## config.mk

```make
export PLATFORM = sky130hd
export DESIGN_NAME = ras_predictor
export DESIGN_NICKNAME = d
export VERILOG_FILES = /design/src/rtl/ras_predictor.sv
export SDC_FILE = /design/constraint.sdc
export NUM_CORES = 1
export LEC_CHECK = 0
export ABC_CLOCK_PERIOD_IN_PS = 9700
export CORE_UTILIZATION = 30
export DETAILED_ROUTE_END_ITERATION = 7
export MAX_ROUTING_LAYER = met4
export PLACE_DENSITY = 0.45
export SKIP_CTS_REPAIR_TIMING = 1
export SLEW_MARGIN = 10
export SYNTH_ARGS = -nofsm -noshare
export SYNTH_HDL_FRONTEND = slang
export SYNTH_SLANG_ARGS = --single-unit
```

## constraint.sdc

```tcl
create_clock -name clk -period 9.7 [get_ports clk]
set_input_delay 0.97 -clock clk [delete_from_list [all_inputs] [get_ports clk]]
set_output_delay 0.97 -clock clk [all_outputs]
set_load 0.01 [all_outputs]
```

## src/rtl/ras_predictor.sv

```systemverilog
`default_nettype none
// ============================================================================
//  Module      : ras_predictor
//  Description : Return-address stack that predicts JALR targets for the
//                PC controller.
//                - Pushes on calls and pops on returns.
//                - Exports a checkpoint {ptr, count, top} for the backend.
//                - Restores from a checkpoint on misprediction.
//                Optional macro RAS_TMR_EN triplicates the pointer and the
//                occupancy with majority voting and fault reporting.
//  Revision    : 1.0 - initial release
// ============================================================================
module ras_predictor #(
    parameter int DATA_WIDTH = 32,
    parameter int DEPTH      = 8,
    localparam int PTR_W     = $clog2(DEPTH)
) (
    input  logic                  clk,
    input  logic                  reset,
    input  logic                  stall_i,
    input  logic                  cf_valid_i,
    input  logic                  cf_is_call_i,
    input  logic                  cf_is_ret_i,
    input  logic [DATA_WIDTH-1:0] cf_ret_addr_i,
    output logic                  pred_valid_o,
    output logic [DATA_WIDTH-1:0] pred_target_o,
    output logic [PTR_W-1:0]      ckpt_ptr_o,
    output logic [PTR_W:0]        ckpt_count_o,
    output logic [DATA_WIDTH-1:0] ckpt_top_o,
    input  logic                  misprediction_i,
    input  logic [PTR_W-1:0]      restore_ptr_i,
    input  logic [PTR_W:0]        restore_count_i,
    input  logic [DATA_WIDTH-1:0] restore_top_i,
    output logic                  fatal_o
);

    // Full-stack occupancy expressed in the count width.
    localparam logic [PTR_W:0] c_DEPTH_CNT = (PTR_W + 1)'(DEPTH);

    logic [DATA_WIDTH-1:0] stack_q [DEPTH];

    // Effective (voted when triplicated) pointer and occupancy.
    logic [PTR_W-1:0]      ptr_v;
    logic [PTR_W:0]        count_v;

    logic [PTR_W-1:0]      ptr_d;
    logic [PTR_W:0]        count_d;
    logic                  wr_en;
    logic [PTR_W-1:0]      wr_idx;
    logic [DATA_WIDTH-1:0] wr_data;

`ifdef RAS_TMR_EN
    logic [2:0][PTR_W-1:0] tos_ptr_q;
    logic [2:0][PTR_W:0]   count_q;

    assign ptr_v   = (tos_ptr_q[0] & tos_ptr_q[1]) | (tos_ptr_q[0] & tos_ptr_q[2])
                   | (tos_ptr_q[1] & tos_ptr_q[2]);
    assign count_v = (count_q[0] & count_q[1]) | (count_q[0] & count_q[2])
                   | (count_q[1] & count_q[2]);

    // All three copies of a field disagreeing pairwise cannot be outvoted.
    assign fatal_o = ((tos_ptr_q[0] != tos_ptr_q[1]) && (tos_ptr_q[0] != tos_ptr_q[2])
                      && (tos_ptr_q[1] != tos_ptr_q[2]))
                  || ((count_q[0] != count_q[1]) && (count_q[0] != count_q[2])
                      && (count_q[1] != count_q[2]));

    // Every replica is rewritten every cycle so a single upset heals at once.
    always_ff @(posedge clk) begin
        if (reset) begin
            tos_ptr_q <= '0;
            count_q   <= '0;
        end else begin
            tos_ptr_q <= {3{ptr_d}};
            count_q   <= {3{count_d}};
        end
    end
`else
    logic [PTR_W-1:0] tos_ptr_q;
    logic [PTR_W:0]   count_q;

    assign ptr_v   = tos_ptr_q;
    assign count_v = count_q;
    assign fatal_o = 1'b0;

    // Single-copy pointer and occupancy registers.
    always_ff @(posedge clk) begin
        if (reset) begin
            tos_ptr_q <= '0;
            count_q   <= '0;
        end else begin
            tos_ptr_q <= ptr_d;
            count_q   <= count_d;
        end
    end
`endif

    // Next-state selection.
    // Priority: restore, then stall/idle, then call&ret, then call, then ret.
    always_comb begin
        ptr_d   = ptr_v;
        count_d = count_v;
        wr_en   = 1'b0;
        wr_idx  = ptr_v;
        wr_data = cf_ret_addr_i;
        if (misprediction_i) begin
            wr_en   = 1'b1;
            wr_idx  = restore_ptr_i;
            wr_data = restore_top_i;
            ptr_d   = restore_ptr_i;
            count_d = (restore_count_i > c_DEPTH_CNT) ? c_DEPTH_CNT : restore_count_i;
        end else if (!stall_i && cf_valid_i) begin
            if (cf_is_call_i && cf_is_ret_i) begin
                // Pop then push lands on the same slot: replace the top.
                wr_en = 1'b1;
            end else if (cf_is_call_i) begin
                // A push on a full stack wraps and overwrites the oldest entry.
                ptr_d   = ptr_v + PTR_W'(1);
                wr_en   = 1'b1;
                wr_idx  = ptr_v + PTR_W'(1);
                count_d = (count_v == c_DEPTH_CNT) ? count_v : count_v + (PTR_W + 1)'(1);
            end else if (cf_is_ret_i && (count_v != '0)) begin
                // Popped entries are left in place; a later restore may re-expose them.
                ptr_d   = ptr_v - PTR_W'(1);
                count_d = count_v - (PTR_W + 1)'(1);
            end
        end
    end

    // Entry storage: cleared on reset, a single write port otherwise.
    always_ff @(posedge clk) begin
        if (reset) begin
            for (int i = 0; i < DEPTH; i++) begin
                stack_q[i] <= '0;
            end
        end else if (wr_en) begin
            stack_q[wr_idx] <= wr_data;
        end
    end

    assign pred_valid_o  = (count_v != '0);
    assign pred_target_o = stack_q[ptr_v];
    assign ckpt_ptr_o    = ptr_v;
    assign ckpt_count_o  = count_v;
    assign ckpt_top_o    = stack_q[ptr_v];

endmodule
`default_nettype wire
```

==> flow_metrics.py <==
metrics = {
    "status": {
        "status": "finished clean",
    },
    "synth": {
        "synth.distinct_cells": 45,
        "ys_seq_area_frac": 0.619,
        "ys_seq_elements": 266,
        "syn_inst": 854,
        "syn_nets": 937,
        "synth-async-reset-ratio": 0,
        "synth_warnings": 0,
        "synth-main-ff-cell": "edfxtp_1",
        "netlist_area_um2": 12700,
        "avgSynthCellArea_um2": 14.9,
        "synth_edf_count": 256,
    },
    "detailed_routing": {
        "routed_wl_um": 32200,
        "dr_total_vias": 7543,
        "via_per_inst": 5.06,
        "wl_per_cell_um": 21.6,
        "first_pass_iters": 4,
        "drc": 0,
        "antenna_left": 0,
        "initialDrtViolationCount": 426,
    },
    "critical_path": {
        "slowest_stage": "buf_4",
        "cp.depth": 4,
        "reg2reg_setup_slack_ps": 6020,
        "crit_type": "register to output pin",
        "reg2reg_to": "stack_q[7][13]",
        "endpoint_kind": "output pin",
        "critical_path_buf_inv_count": 2,
        "path_cells": "buf_4 > mux4_2 > mux2_2 > clkdlybuf4s50_1",
        "cp.required_ps": 8730,
        "cp-start-kind": "register",
        "crit_family": "buffers and inverters",
        "rr_worst_depth": 6,
        "cp.arrival_ps": 3520,
        "path_max_fanout": 39,
        "slowest_delay_ps": 790,
        "reg2reg_from": "ckpt_ptr_o[0]",
    },
    "floorplanning": {
        "rows": 75,
        "die_area_um2": 43300,
        "core_um2": 41900,
        "num_io_pins": 151,
        "die_y_um": 208,
        "initial_core_util": 0.304,
        "die_x_um": 208,
    },
    "final_layout": {
        "final_cell_mix": "256 x edfxtp_1, 255 x nor3_1, 148 x clkdlybuf4s50_1, 64 x mux4_2, 34 x mux2_2",
        "area_growth_pct": 19.0,
        "n_fill_cell": 4027,
        "final_common_cell": "edfxtp_1",
        "num-nets-final": 1015,
        "utilization": 0.362,
        "drive_above_1_share": 0.182,
        "final_cell_area_um2": 15200,
        "diodes": 0,
    },
    "clock_tree": {
        "cts_sinks": 266,
        "cts.reportedPaths.clkPinSlew_ps": 60,
        "clockBufferDepth": 3,
        "h-tree-depth": 1,
        "cts_buffers": 31,
        "cts_tree": "built",
        "clk-insertion-delay-late_ps": 540,
        "clockRootBuffer": "clkbuf_16",
    },
    "timing": {
        "fmax_mhz": 222,
        "tightest_slew_ps": 1120,
        "period_needed_ps": 4490,
        "rsz0062_at_grt": "no",
        "period_share": 0.463,
        "maxSlewViolCount": 0,
        "holdWs_ps": 609,
        "fin_tns_setup_ps": 0,
        "maxSlewHeadroom": 0.252,
        "setup_slack_ps": 5210,
        "finalHoldViolCount": 0,
        "setup_viol": 0,
        "skew_ps": 8.89,
    },
    "global_routing": {
        "grt_pass1_vias": 8004,
        "antenna_found_initial": 0,
        "grt_pass1_wl_um": 50100,
        "track_usage": 0.155,
        "grt_overflow": 0,
        "grt_max_degree": 77,
    },
    "worst_hold_path": {
        "holdCritPathClass": "register to register",
        "hold_depth": 2,
        "min_to": "ckpt_count_o[2]",
        "min_from": "ckpt_count_o[2]",
    },
    "power_and_ir_drop": {
        "power_density_nw_per_um2": 186,
        "combPwrFrac": 0.147,
        "internal_power_mw": 2.13,
        "p_sw_uw": 694,
        "leakage_nw": 5.00,
        "netSwitchingFraction": 0.246,
        "max-vdd-ir-drop_v": 0.000110,
        "seqPwrFrac": 0.483,
        "clockPowerShare": 0.370,
    },
    "run": {
        "drv_cap": 0,
    },
    "placement": {
        "portBuffers": 149,
        "dp_hpwl_um": 17600,
        "pre_cts_slack_ps": 4630,
        "place.gp.congestion": 0.684,
        "post_dp_cell_area_um2": 14300,
    },
}
synth_stat cells, types with 2 or more instances:
master     number  area (um^2)
inv_1           8         30.0
buf_6          24          270
a21oi_1         3         15.0
a211oi_1        6         45.0
dfxtp_1        10          200
nor2_1          4         15.0
edfxtp_1      256         7690
or2_1           2         12.5
nor2b_1         3         18.8
clkbuf_1       24         90.1
o21bai_1        4         30.0
o22ai_1         2         12.5
mux2_2         35          394
nor3_2          2         20.0
xor2_1          3         26.3
nor3_1        255         1280
a21o_1          5         37.5
mux4_2         64         1440
a2111oi_0       2         17.5
ha_1            4         50.1
xnor2_1         5         43.8
o211a_1         2         20.0
a32oi_1         2         17.5
buf_1           2         7.51
nand2b_1        2         12.5
buf_4          34          255
mux2i_1        32          320
nand2_1        10         37.5
buf_2          33          165
per-stage QoR:
stage | power, mW | instances
floorplan | 1.64 | 854
global placement | 1.81 | 1438
detailed placement | 1.81 | 1438
CTS | 2.86 | 1490
global route | 2.93 | 1490
finish | 2.82 | 1490
sequential cells by signal (all words and copies together), names as in the netlist, named ones only:
signal,flops
stack_q,256
ckpt_count_o,4
ckpt_ptr_o,3
layout make-up:
type,count,area [um^2],area share
inverters,8,30.0,0.00198
clock inverters,14,85.1,0.00561
clock buffers,38,802,0.0529
flip-flops and latches,266,7900,0.521
multi-input cells,463,4100,0.270
repair buffers,162,1590,0.105
well taps,539,674,0.0445
how the worst max path moves through the flow:
stage | slack (ps) | end
after global placement | 4680 | stack_q[6][14]
after CTS | 5060 | ckpt_top_o[22]
after floorplan | 5480 | stack_q[0][0]
after global routing | 4940 | ckpt_top_o[17]
final | 5210 | pred_target_o[17]
after detailed placement | 4630 | stack_q[6][14]
power by group through the flow:
stage | Combinational, mW | Clock, mW | Sequential (mW)
floorplan | 0.279 | 0 | 1.36
finish | 0.416 | 1.04 | 1.36
detailed placement | 0.426 | 0 | 1.39
global route | 0.449 | 1.11 | 1.37
global placement | 0.425 | 0 | 1.39
CTS | 0.427 | 1.07 | 1.37
logic make-up (layout without fill, tap and decap cells):
family / count (synthesis) / in the layout / share of synthesized area
adder cells (fa/ha/maj): 5 / 5 / 0.00550
AO/OA/AOI/OAI: 31 / 31 / 0.0184
AND/OR/NAND/NOR: 284 / 284 / 0.114
multiplexers: 133 / 133 / 0.172
XOR/XNOR: 9 / 9 / 0.00678
flip-flops: 266 / 266 / 0.619
other: 1 / 1 / 0.000294
buffers and inverters: 125 / 222 / 0.0642
worst register-to-register path, delay by kind of cell (launching register included):
family                   cells  cell delay [ps]
AO/OA/AOI/OAI                1              910
XOR/XNOR                     1              210
adder cells (fa/ha/maj)      1              200
buffers and inverters        1              790
flip-flops                   1              440
multiplexers                 1              630
AND/OR/NAND/NOR              1               90
metal layers:
| metal | vias up | wire (um) | global-route usage |
|---|---|---|---|
| met2 | 160 | 15600 | 0.252 |
| li1 | 3490 | - | - |
| met1 | 3856 | 15200 | 0.211 |
| met4 | 0 | 458 | 0.0296 |
| met5 | - | 0 | - |
| met3 | 37 | 956 | 0.0171 |
No activity file was read; power rests on OpenSTA's default activity.
